**config.mk**
```make
export PLATFORM = sky130hd
export DESIGN_NAME = ysyx_22040127_idu_stage_flat
export DESIGN_NICKNAME = d
export VERILOG_FILES = /design/src/rtl/ysyx_22040127_idu_stage_if.sv /design/src/rtl/ysyx_22040127_idu_stage.sv /design/src/flat_wrapper.sv
export SDC_FILE = /design/constraint.sdc
export NUM_CORES = 1
export LEC_CHECK = 0
export ABC_AREA = 1
export BUFFER_PORTS_ARGS = -buffer_cell sky130_fd_sc_hd__buf_2
export CAP_MARGIN = 20
export CORE_ASPECT_RATIO = 0.7
export CORE_MARGIN = 3
export CORE_UTILIZATION = 54
export CTS_BUF_LIST = sky130_fd_sc_hd__clkbuf_8 sky130_fd_sc_hd__clkbuf_16
export DETAILED_ROUTE_END_ITERATION = 16
export GPL_ROUTABILITY_DRIVEN = 0
export PLACE_DENSITY = 0.79
export SYNTH_ARGS = -nofsm -noshare
export SYNTH_HDL_FRONTEND = slang
export SYNTH_SLANG_ARGS = --single-unit
```
**constraint.sdc**
```tcl
create_clock -name i_clk -period 2.2 [get_ports i_clk]
set_input_delay 0.22 -clock i_clk [delete_from_list [all_inputs] [get_ports i_clk]]
set_output_delay 0.22 -clock i_clk [all_outputs]
set_load 0.02 [all_outputs]
```
**src/rtl/ysyx_22040127_idu_stage_if.sv**
```systemverilog
// IFU->IDU->EXU handshake bundle for the decode stage: fetch side (in_*) and decoded side (out_*).
interface ysyx_22040127_idu_stage_if #(
  parameter int unsigned XLEN = 64
);
  logic            in_valid;
  logic            in_ready;
  logic [31:0]     in_inst;
  logic [XLEN-1:0] in_pc;
  logic            out_valid;
  logic            out_ready;
  logic [XLEN-1:0] out_pc;
  logic [4:0]      out_rd;
  logic [4:0]      out_rs1;
  logic [4:0]      out_rs2;
  logic [2:0]      out_type;
  logic [XLEN-1:0] out_imm;
  logic [2:0]      out_funct3;
  logic            out_funct7b5;
  logic            out_reg_wen;
  logic            out_memread;
  logic            out_memwrite;
  logic            out_word;
  logic            out_ebreak;
  logic            out_illegal;

  modport slave (
    input  in_valid, in_inst, in_pc, out_ready,
    output in_ready, out_valid, out_pc, out_rd, out_rs1, out_rs2, out_type, out_imm,
           out_funct3, out_funct7b5, out_reg_wen, out_memread, out_memwrite, out_word,
           out_ebreak, out_illegal
  );

  modport master (
    output in_valid, in_inst, in_pc, out_ready,
    input  in_ready, out_valid, out_pc, out_rd, out_rs1, out_rs2, out_type, out_imm,
           out_funct3, out_funct7b5, out_reg_wen, out_memread, out_memwrite, out_word,
           out_ebreak, out_illegal
  );
endinterface

```
**src/rtl/ysyx_22040127_idu_stage.sv**
```systemverilog
// RV32/RV64 decode stage: combinational decode captured into a 2-entry skid buffer so that
// in_ready is purely registered and never depends on out_ready.
module ysyx_22040127_idu_stage #(
  parameter int unsigned XLEN     = 64,
  parameter int unsigned RV64_OPS = 1
) (
  input logic                         i_clk,
  input logic                         i_rst_n,
  input logic                         i_flush,
  ysyx_22040127_idu_stage_if.slave    io_idu
);
  localparam bit WOk = (RV64_OPS != 0) && (XLEN == 64);

  localparam logic [2:0] TyI = 3'd0, TyU = 3'd1, TyS = 3'd2, TyJ = 3'd3;
  localparam logic [2:0] TyR = 3'd4, TyB = 3'd5, TyN = 3'd6, TyX = 3'd7;

  typedef struct packed {
    logic [XLEN-1:0] pc;
    logic [4:0]      rd;
    logic [4:0]      rs1;
    logic [4:0]      rs2;
    logic [2:0]      typ;
    logic [XLEN-1:0] imm;
    logic [2:0]      funct3;
    logic            funct7b5;
    logic            reg_wen;
    logic            memread;
    logic            memwrite;
    logic            word;
    logic            ebreak;
    logic            illegal;
  } entry_t;

  typedef enum logic [1:0] {StEmpty, StOne, StTwo} state_e;

  state_e      r_state;
  logic        r_in_ready;
  logic        r_out_valid;
  entry_t      r_main;
  entry_t      r_skid;
  entry_t      w_dec;
  logic [31:0] w_inst;
  logic [6:0]  w_op;
  logic [2:0]  w_typ;
  logic [63:0] w_imm64;
  logic        w_accept;
  logic        w_retire;

  assign w_inst   = io_idu.in_inst;
  assign w_op     = w_inst[6:0];
  assign w_accept = io_idu.in_valid & r_in_ready;
  assign w_retire = r_out_valid & io_idu.out_ready;

  always_comb begin
    w_typ = TyX;
    case (w_op)
      7'b0110111, 7'b0010111:            w_typ = TyU;
      7'b0010011, 7'b0000011, 7'b1100111: w_typ = TyI;
      7'b0011011:                        w_typ = WOk ? TyI : TyX;
      7'b1101111:                        w_typ = TyJ;
      7'b0110011:                        w_typ = TyR;
      7'b0111011:                        w_typ = WOk ? TyR : TyX;
      7'b0100011:                        w_typ = TyS;
      7'b1100011:                        w_typ = TyB;
      7'b1110011:                        w_typ = TyN;
      default:                           w_typ = TyX;
    endcase
  end

  // Immediates are built at 64 bits and truncated, so XLEN=32 needs no special casing.
  always_comb begin
    w_imm64 = '0;
    case (w_typ)
      TyI, TyN: w_imm64 = {{52{w_inst[31]}}, w_inst[31:20]};
      TyS:      w_imm64 = {{52{w_inst[31]}}, w_inst[31:25], w_inst[11:7]};
      TyB:      w_imm64 = {{51{w_inst[31]}}, w_inst[31], w_inst[7], w_inst[30:25],
                           w_inst[11:8], 1'b0};
      TyU:      w_imm64 = {{32{w_inst[31]}}, w_inst[31:12], 12'b0};
      TyJ:      w_imm64 = {{43{w_inst[31]}}, w_inst[31], w_inst[19:12], w_inst[20],
                           w_inst[30:21], 1'b0};
      default:  w_imm64 = '0;
    endcase
  end

  always_comb begin
    w_dec          = '0;
    w_dec.pc       = io_idu.in_pc;
    w_dec.rd       = w_inst[11:7];
    w_dec.rs1      = w_inst[19:15];
    w_dec.rs2      = w_inst[24:20];
    w_dec.typ      = w_typ;
    w_dec.imm      = w_imm64[XLEN-1:0];
    w_dec.funct3   = w_inst[14:12];
    w_dec.funct7b5 = w_inst[30];
    w_dec.reg_wen  = (w_typ == TyI || w_typ == TyU || w_typ == TyJ || w_typ == TyR) &&
                     (w_inst[11:7] != 5'd0);
    w_dec.memread  = (w_op == 7'b0000011) && (w_typ != TyX);
    w_dec.memwrite = (w_op == 7'b0100011) && (w_typ != TyX);
    w_dec.word     = (w_op == 7'b0011011) || (w_op == 7'b0111011);
    w_dec.ebreak   = (w_inst == 32'h0010_0073);
    w_dec.illegal  = (w_typ == TyX);
  end

  // Flush wins over accept/retire; a retire in the flush cycle is still visible to EXU.
  always_ff @(posedge i_clk or negedge i_rst_n) begin
    if (!i_rst_n) begin
      r_state     <= StEmpty;
      r_in_ready  <= 1'b1;
      r_out_valid <= 1'b0;
      r_main      <= '0;
      r_skid      <= '0;
    end else if (i_flush) begin
      r_state     <= StEmpty;
      r_in_ready  <= 1'b1;
      r_out_valid <= 1'b0;
    end else begin
      unique case (r_state)
        StEmpty: begin
          if (w_accept) begin
            r_main      <= w_dec;
            r_state     <= StOne;
            r_out_valid <= 1'b1;
          end
        end
        StOne: begin
          if (w_accept && w_retire) begin
            r_main <= w_dec;
          end else if (w_accept) begin
            r_skid     <= w_dec;
            r_state    <= StTwo;
            r_in_ready <= 1'b0;
          end else if (w_retire) begin
            r_state     <= StEmpty;
            r_out_valid <= 1'b0;
          end
        end
        StTwo: begin
          if (w_retire) begin
            r_main     <= r_skid;
            r_state    <= StOne;
            r_in_ready <= 1'b1;
          end
        end
        default: begin
          r_state     <= StEmpty;
          r_in_ready  <= 1'b1;
          r_out_valid <= 1'b0;
        end
      endcase
    end
  end

  assign io_idu.in_ready     = r_in_ready;
  assign io_idu.out_valid    = r_out_valid;
  assign io_idu.out_pc       = r_main.pc;
  assign io_idu.out_rd       = r_main.rd;
  assign io_idu.out_rs1      = r_main.rs1;
  assign io_idu.out_rs2      = r_main.rs2;
  assign io_idu.out_type     = r_main.typ;
  assign io_idu.out_imm      = r_main.imm;
  assign io_idu.out_funct3   = r_main.funct3;
  assign io_idu.out_funct7b5 = r_main.funct7b5;
  assign io_idu.out_reg_wen  = r_main.reg_wen;
  assign io_idu.out_memread  = r_main.memread;
  assign io_idu.out_memwrite = r_main.memwrite;
  assign io_idu.out_word     = r_main.word;
  assign io_idu.out_ebreak   = r_main.ebreak;
  assign io_idu.out_illegal  = r_main.illegal;
endmodule
```
**src/flat_wrapper.sv**
```systemverilog
// flat-port wrapper written by rule: the top's interface ports become plain ports
module ysyx_22040127_idu_stage_flat 
#(
  parameter int unsigned XLEN     = 64,
  parameter int unsigned RV64_OPS = 1
)
  (i_clk, i_rst_n, i_flush, io_idu_in_valid, io_idu_in_inst, io_idu_in_pc, io_idu_out_ready, io_idu_in_ready, io_idu_out_valid, io_idu_out_pc, io_idu_out_rd, io_idu_out_rs1, io_idu_out_rs2, io_idu_out_type, io_idu_out_imm, io_idu_out_funct3, io_idu_out_funct7b5, io_idu_out_reg_wen, io_idu_out_memread, io_idu_out_memwrite, io_idu_out_word, io_idu_out_ebreak, io_idu_out_illegal);
  ysyx_22040127_idu_stage_if #(.XLEN(XLEN)) io_idu_i ();
  input logic i_clk;
  input logic i_rst_n;
  input logic i_flush;
  input wire logic [$bits(io_idu_i.in_valid)-1:0] io_idu_in_valid;
  input wire logic [$bits(io_idu_i.in_inst)-1:0] io_idu_in_inst;
  input wire logic [$bits(io_idu_i.in_pc)-1:0] io_idu_in_pc;
  input wire logic [$bits(io_idu_i.out_ready)-1:0] io_idu_out_ready;
  output wire logic [$bits(io_idu_i.in_ready)-1:0] io_idu_in_ready;
  output wire logic [$bits(io_idu_i.out_valid)-1:0] io_idu_out_valid;
  output wire logic [$bits(io_idu_i.out_pc)-1:0] io_idu_out_pc;
  output wire logic [$bits(io_idu_i.out_rd)-1:0] io_idu_out_rd;
  output wire logic [$bits(io_idu_i.out_rs1)-1:0] io_idu_out_rs1;
  output wire logic [$bits(io_idu_i.out_rs2)-1:0] io_idu_out_rs2;
  output wire logic [$bits(io_idu_i.out_type)-1:0] io_idu_out_type;
  output wire logic [$bits(io_idu_i.out_imm)-1:0] io_idu_out_imm;
  output wire logic [$bits(io_idu_i.out_funct3)-1:0] io_idu_out_funct3;
  output wire logic [$bits(io_idu_i.out_funct7b5)-1:0] io_idu_out_funct7b5;
  output wire logic [$bits(io_idu_i.out_reg_wen)-1:0] io_idu_out_reg_wen;
  output wire logic [$bits(io_idu_i.out_memread)-1:0] io_idu_out_memread;
  output wire logic [$bits(io_idu_i.out_memwrite)-1:0] io_idu_out_memwrite;
  output wire logic [$bits(io_idu_i.out_word)-1:0] io_idu_out_word;
  output wire logic [$bits(io_idu_i.out_ebreak)-1:0] io_idu_out_ebreak;
  output wire logic [$bits(io_idu_i.out_illegal)-1:0] io_idu_out_illegal;
  assign io_idu_i.in_valid = io_idu_in_valid;
  assign io_idu_i.in_inst = io_idu_in_inst;
  assign io_idu_i.in_pc = io_idu_in_pc;
  assign io_idu_i.out_ready = io_idu_out_ready;
  assign io_idu_in_ready = io_idu_i.in_ready;
  assign io_idu_out_valid = io_idu_i.out_valid;
  assign io_idu_out_pc = io_idu_i.out_pc;
  assign io_idu_out_rd = io_idu_i.out_rd;
  assign io_idu_out_rs1 = io_idu_i.out_rs1;
  assign io_idu_out_rs2 = io_idu_i.out_rs2;
  assign io_idu_out_type = io_idu_i.out_type;
  assign io_idu_out_imm = io_idu_i.out_imm;
  assign io_idu_out_funct3 = io_idu_i.out_funct3;
  assign io_idu_out_funct7b5 = io_idu_i.out_funct7b5;
  assign io_idu_out_reg_wen = io_idu_i.out_reg_wen;
  assign io_idu_out_memread = io_idu_i.out_memread;
  assign io_idu_out_memwrite = io_idu_i.out_memwrite;
  assign io_idu_out_word = io_idu_i.out_word;
  assign io_idu_out_ebreak = io_idu_i.out_ebreak;
  assign io_idu_out_illegal = io_idu_i.out_illegal;
  ysyx_22040127_idu_stage #(.XLEN(XLEN), .RV64_OPS(RV64_OPS)) u_core (.i_clk(i_clk), .i_rst_n(i_rst_n), .i_flush(i_flush), .io_idu(io_idu_i));
endmodule
```
Word level (Yosys, flattened, before mapping)
Cells that the tools add are included. W data, S select, Z words.

Register bits: 316. Input port bits: 101. Output and inout port bits: 158. Logic and storage cells: 115.

Equal/unequal tests: 35. Muxes and demuxes: 24. Bitwise gates (word level): 4. Reductions and logical operators: 21.

Operator list (number): $mux W156 (3); $pmux W156 S3 (1); $pmux W64 S5 (1); $eq A32 B21 Y1 const B (1); $eq A7 B6 Y1 const B (4); $eq A7 B7 Y1 const B (4); $eq A7 B5 Y1 const B (3); $pmux W3 S7 (1); $eq A3 B3 Y1 const B (4); $mux W2 (6); $ne A3 B2 Y1 const B (4); $reduce_and A4 Y1 (3); $reduce_and A5 Y1 (2); $mux W1 (9); $ne A3 B3 Y1 const B (3); $eq A7 B2 Y1 const B (1); $eq A3 B2 Y1 const B (2); $ne A2 B1 Y1 const B (3); $pmux W1 S3 (2); $pmux W2 S3 (1); $reduce_or A2 Y1 (3); $reduce_bool A5 Y1 (1); $logic_and A1 B1 Y1 (4); $logic_or A1 B1 Y1 (4); 11 further kinds (14).

Logic depth before layout (Yosys ltp)
Gate-level depths: netlist of the first run.

Depth after elaboration: 10. Gate-level depth with buffers: 16. Depth with buffers taken out: 13.

Worst setup path before layout of the first run
Ideal clock, no wire load.

Path kind: register to register. From: reg u_core.r_state[1]. To: reg u_core.r_skid[123] (netlist name). Setup time: 0.116 ns. Arrival: 1.602 ns. Data required time: 2.084 ns. Slack: 0.481 ns. Stages on the path, launching flop included: 11. Path buffers: 2. Clock period less this slack: 1.719 ns. Cells stage by stage: dfrtp_1 > nor3_1 > inv_1 > nor2_1 > inv_1 > nor2_2 > inv_2 > clkbuf_1 > buf_2 > nand2_1 > nand2_1.

Cells in the longest elaborated chain, start to end: 2.

Ends and longest elaborated chain: start: declaration (RTL line ysyx_22040127_idu_stage.sv:36) `state_e r_state;`; start signal: assignment (RTL line ysyx_22040127_idu_stage.sv:107) `r_state <= StEmpty;`; start signal: assignment (RTL line ysyx_22040127_idu_stage.sv:113) `r_state <= StEmpty;`; start signal: assignment (RTL line ysyx_22040127_idu_stage.sv:121) `r_state <= StOne;`; $eq A2 B1 Y1 (RTL line ysyx_22040127_idu_stage.sv:117) `unique case (r_state)`; $reduce_and A4 Y1 (no line); end signal: assignment (RTL line ysyx_22040127_idu_stage.sv:129) `r_skid <= w_dec;`; end: declaration (RTL line ysyx_22040127_idu_stage.sv:40) `entry_t r_skid;`.

No other way between the ends. A chain may end at the register's enable or synchronous reset.

Final worst setup path of the first run
From: reg u_core.r_state[1]. To: reg u_core.r_skid[114] (netlist name).

Same word-level chain as after synthesis.

==> results of run 1 <==
-- per-layer routing --
metal / GRT usage (%) / part of all wire, % / vias to the layer above
met4: 7.67 / 2.5 / 0
met2: 42.7 / 44 / 552
met1: 40.6 / 43 / 5109
met3: 6.18 / 9.8 / 64
met5: 0 / 0 / -
li1: - / - / 5079
-- flip-flops by register name, summed over array words and instances (netlist names), 2 cells and up --
register                  cells
u_core.r_skid               124
u_core.io_idu.out_pc         64
u_core.io_idu.out_imm        32
u_core.io_idu.out_rd          5
u_core.io_idu.out_rs1         5
u_core.io_idu.out_rs2         5
u_core.io_idu.out_funct3      3
u_core.io_idu.out_type        3
u_core.r_state                2
-- cell usage in the layout, fill, tap and decap left out, types with 25 or more instances in the layout --
master	netlist	routed
nand2_1	587	585
buf_2	25	257
dfrtp_1	251	251
nor2_1	195	195
a31oi_1	105	105
dlygate4sd3_1	0	78
nand3_1	40	40
inv_1	37	40
o21ai_0	39	39
clkbuf_16	0	25
-- power by group --
part	internal [mW]	switching (mW)	total [mW]	leakage (nW)
clock network	2.52	1.78	4.30	0.408
registers	6.78	1.29	8.07	3.06
logic	2.59	5.01	7.60	4.18
-- logic make-up after synthesis --
family	count (synthesis)
flip-flops	252
AO/OA/AOI/OAI	170
buffers and inverters	160
AND/OR/NAND/NOR	853
-- path summary, 6_finish.rpt --
| kind | startpoint | end | slack (ps) | depth (start not counted) |
|---|---|---|---|---|
| worst max register to register | u_core.r_state[1] | u_core.r_skid[114] | 300 | 9 |
| worst min register to register | u_core.r_skid[115] | u_core.r_skid[115] | 470 | 2 |
| min in group asynchronous | i_rst_n | u_core.io_idu.out_reg_wen | 200 | 2 |
| worst min-delay path | io_idu_in_inst[24] | u_core.r_skid[81] | 30 | 3 |
| worst max-delay path | u_core.r_state[1] | u_core.r_skid[114] | 300 | 9 |
| max in group asynchronous | i_rst_n | u_core.io_idu.out_pc[14] | 1240 | 3 |
-- synthesized netlist by cell type, types with 3 or more instances --
library cell | n | share of area (%)
inv_2 | 7 | 0.23
dfrtp_1 | 251 | 55
a31oi_1 | 105 | 5.7
nand2_2 | 7 | 0.38
buf_4 | 32 | 2.1
buf_6 | 4 | 0.39
nand3_2 | 3 | 0.26
nor2_4 | 3 | 0.29
nor4_1 | 5 | 0.27
nor3_1 | 3 | 0.13
nand3_1 | 40 | 1.7
nand2_1 | 587 | 19
a21oi_1 | 16 | 0.70
buf_2 | 25 | 1.1
inv_1 | 37 | 1.2
nor2_1 | 195 | 6.4
nor2_2 | 4 | 0.22
o21ai_0 | 39 | 1.7
clkbuf_1 | 53 | 1.7
-- critical path: cells and delay by family (launching register included) --
family                 cells  cell delay, ps
AND/OR/NAND/NOR            5             770
buffers and inverters      4             580
flip-flops                 1             440
-- through the flow --
step / util (%) / cells / area, µm² / power [mW]
after detailed placement: 63.0 / 1870 / 12800 / 15.6
after global placement: 63.0 / 1870 / 12800 / 15.3
final: 70.9 / 1990 / 14400 / 20.0
after global routing: 70.9 / 1990 / 14400 / 21.3
after CTS: 70.9 / 1990 / 14400 / 20.0
after floorplan: - / 1435 / 11500 / 13.1
-- layout make-up --
type | count | area [µm²]
clock buffer | 28 | 667
fill | 1599 | 5910
tap | 270 | 338
inverter | 44 | 169
sequential | 252 | 6310
clock inverter | 14 | 153
timing repair buffer | 359 | 2390
multi-input combinational | 1023 | 4410
-- repair_timing --
item	in CTS	in global routing
gates resized for setup	0	2
hold buffers	78	0
setup endpoints to repair	0	2
endpoints found under the hold margin	184	0
==> metrics, run 1 <==
# nets final 1,805; Final Max Tran Viols 0; Clock Skews roughly 24 ps; # Max-Cap Violations 0; critical path arrival 2290 ps; clock sink total around 250; Slew HR a little over half; clk_lat worst skew around 520 ps; H-tree depth 1; die footprint about 0.023 mm²; total CTS buffers 24; die width roughly 180 µm; path type of the worst min-delay path in -> reg; crit share post-route slightly below 90%; RSZ-0062 raised after global routing no; Synth Net Count about 1,500; synthesized-area fraction occupied by adder cells 0%; CTS tree yes; pwr dens around 1400 mW/mm²; Max stage delay on crit path ~440 ps; antenna viol nets, final 0; Worst setup EP type flip-flop; Cell variety after synth 32; I/O pins about 260; drt wl/cell about 16 µm; routed wire length roughly 33,000 µm; post-place setup slack 205 ps; Tmin final between 1500 and 2000 ps; total grt overflow 0; port buffer count between 200 and 300; Worst VDD drop 0.785 mV; Core Footprint approximately 0.020 mm²; #FFs+latches synth between 200 and 300; Critical Path Source Type flip-flop; Final Hold Violating Endpoints 0; peak fanout along the critical path 52; Die Ht roughly 130 µm; status finished, final reports clean; number of global-route vias before repair 10,134; vias after detailed routing between 10,000 and 15,000; sequential fraction of the synthesis area around 55%; Slowest-stage cell, CP dfrtp_1; Post-Synth XOR/XNOR Area 0%; Synth Area in Compound Gates ~8.9%; Post-CTS Setup Repair Bufs 0; Critical Path RT 2590 ps; clock slew at reported path FFs ~60 ps; number of synthesized flops with an enable pin 0; post-route setup slack ~300 ps; Total GRT Usage between 20 and 30%; layout cells sized above 1 between 20% and 30%; initial DRC count between 1,000 and 1,500; critical setup path kind reg -> reg; initial antenna violation count 0; worst-path cell chain nor3_1, inv_1, nor2_1, inv_1, nor2_4, clkinv_2, buf_4, nand2_1, nand2_1; Setup Viol. Count Final 0; YS warnings 0; Hold Slack roughly 27 ps; First-pass DRT Iterations 6; Avg Cell Area, Syn 8.00 µm²; synthesized cell area between 0.01 and 0.015 mm²; post-synthesis simple-gate area fraction between 20 and 30%; mux contribution to synthesized area 0%; largest family of logic cells by synthesized area simple AND/OR/NAND/NOR gates; # diodes 0; Final HPWL DP between 20,000 and 25,000 µm; Slew @ Worst Pin around 720 ps; Via density ~5.4; DRC 0; P&R area growth vs syn 25.7%; ys flop type dfrtp_1; largest net degree at the start of global routing 106; Gate Count Post-Synth between 1,000 and 1,500; first-pass GRT wire length 52,600 µm; post-route setup TNS 0 ps; initial core utilization 56.4%; fmax between 0.5 and 0.6 GHz; row cnt 43; Leakage between 7 and 8 nW; CTS Buffer Depth 3; Root Buffer clkbuf_16; ys async rst share between 90% and 100%
Power figures use the tool's default switching activity.
==> inputs of run 2 (changes only) <==
--- a/config.mk
+++ b/config.mk
@@ -14,6 +14,7 @@
 export CTS_BUF_LIST = sky130_fd_sc_hd__clkbuf_8 sky130_fd_sc_hd__clkbuf_16
 export DETAILED_ROUTE_END_ITERATION = 16
 export GPL_ROUTABILITY_DRIVEN = 0
+export GPL_TIMING_DRIVEN = 0
 export PLACE_DENSITY = 0.79
 export SYNTH_ARGS = -nofsm -noshare
 export SYNTH_HDL_FRONTEND = slang
==> run 2 against run 1 <==
Net effect:
- sequential power about the same
- global-route usage grew 2.3 points
- utilization increased by 1.4 points
- total power increased by 2.3%
- final cell count up 4.3%
- worst setup slack got worse by 170 ps
- sequential share of layout area fell by 0.84 points
- count of clock-buffer cells in the layout is 5 higher
- register-to-register slack lost 170 ps
- critical path type unchanged
- largest cell class unchanged
- largest power group is now combinational cells
- highest routed layer unchanged
==> metrics, run 2 (same netlist as run 1, synthesis figures left out) <==
total chip power around 20 mW; Hold Slack between 20 and 25 ps; crit share post-route 94.1%; P&R area growth vs syn 28.2%; CTS Buffer Depth 3; initial antenna violation count 0; Hold Path Depth 3; RSZ-0062 raised after global routing no; most frequent cells in the layout 586 x nand2_1, 281 x buf_2, 250 x dfrtp_1; total CTS buffers 24; non-filler cells, final 2,076; Placed Cells incl. Taps 1,965; Leakage around 8 nW; drt wl/cell around 17 µm; uppermost layer routed met4; post-place setup slack -103 ps; Cell Area, Placed 0.0132 mm²; path type of the worst min-delay path in -> reg; first-pass GRT wire length between 50,000 and 60,000 µm; layout cells sized above 1 between 20% and 30%; Finished Core Util 72.3%; Root Buffer clkbuf_16; post-route setup TNS 0 ps; Worst Reg-to-Reg Cells 7; initial core utilization a little under three fifths; vias after detailed routing around 11,000; Final Max Tran Viols 0; Metal-1 WL 15,200 µm; DRC 0; number of flip-flops in the largest register 124; First-pass DRT Iterations 5; Core Footprint slightly above 0.02 mm²; met2 WL post-DR 15,700 µm; Crit. Startpoint u_core.r_state[1]; largest net degree at the start of global routing 110; row cnt 43; routed wire length about 36,000 µm; beginning of the worst hold path io_idu_in_inst[13]; total grt overflow 0; # diodes 0; Clock Skews 7.67 ps; post-route setup slack about 130 ps; Tmin final approximately 2100 ps; Final Hold Violating Endpoints 0; register area 0.00631 mm²; pwr dens ~1400 mW/mm²; clock sink total roughly 250; Total GRT Usage 30.2%; worst flop-to-flop path endpoint u_core.r_skid[33]; Slew HR between 40% and 50%; Setup Viol. Count Final 0; number of global-route vias before repair ~11,000; fillers ~1,600; clk_lat worst skew between 500 and 600 ps; Critical Path Source Type flip-flop; most flop-heavy register u_core.r_skid; Post-CTS Setup Repair Bufs 0; fmax slightly below 0.5 GHz; reg2reg start u_core.r_state[1]; CTS tree yes; H-tree depth 1; antenna viol nets, final 0; # nets final between 1,500 and 2,000; Slew @ Worst Pin 749 ps; initial DRC count 1,087; Die Ht around 130 µm; Via density between 5 and 6; most common cell after layout, fill and taps aside nand2_1; port buffer count between 200 and 300; status finished, final reports clean; Worst VDD drop about 0.73 mV; WL met3 between 4000 and 5000 µm; # Max-Cap Violations 0; Final HPWL DP between 20,000 and 25,000 µm; Worst R2R Setup Slack between 100 and 150 ps; I/O pins between 200 and 300; area of the multi-input gates around 0.0044 mm²; Critical Path RT ~2600 ps; worst-case hold path end point u_core.r_skid[8]; post-route cell area about 0.015 mm²; Worst setup EP type flip-flop; clock slew at reported path FFs around 70 ps; critical path arrival ~2400 ps; die width around 180 µm; critical setup path kind reg -> reg; peak fanout along the critical path 10; die footprint roughly 0.023 mm²
run 2: changes by cell type in the layout (fill, tap and decap cells not counted), sizes merged, moves of 3 or more:
cell	change
clkbuf	+57
inv	+3
dlygate4sd3	-7
clkinv	-4
buf	+42
clkinvlp	-3
run 2: area by class of cell:
class / instances / share of cell area [%]
sequential: 252 / 42.9
multi-input combinational: 1023 / 29.9
timing repair buffer: 331 / 14.0
clock buffer: 33 / 5.00
buffer: 115 / 4.31
tap: 270 / 2.30
inverter: 44 / 1.14
clock inverter: 8 / 0.400
run 2: how the worst max path moves through the flow:
stage / depth (start not counted) / end
floorplan: 10 / u_core.r_skid[123]
global placement: 1 / u_core.r_skid[108]
detailed placement: 10 / u_core.r_skid[83]
CTS: 8 / u_core.io_idu.out_ebreak
global route: 7 / u_core.r_skid[39]
finish: 7 / u_core.r_skid[33]
run 2: routing by layer:
layer,track usage (%),up-vias
li1,-,5268
met1,44.4,5375
met2,46.2,715
met3,6.44,70
met4,7.62,0
met5,0,-
run 2: report_power, final:
part,switching [mW],internal (mW)
clock network,1.74,2.43
registers,1.32,6.78
logic,5.24,2.92
total,8.30,12.1
run 2: critical path, stage by stage, from the launching register on:
cell and delay, ps:
dfrtp_1 430, nor3_2 210, inv_1 80, nor2_1 170, inv_1 120, nor2_4 200
clkbuf_1 500, a31oi_1 190
run 2: repair_timing:
item,CTS,global route
hold buffers,71,0
cloned,0,0
endpoints found under the setup margin,61,208
endpoints found under the hold margin,175,0
resized for setup,5,26
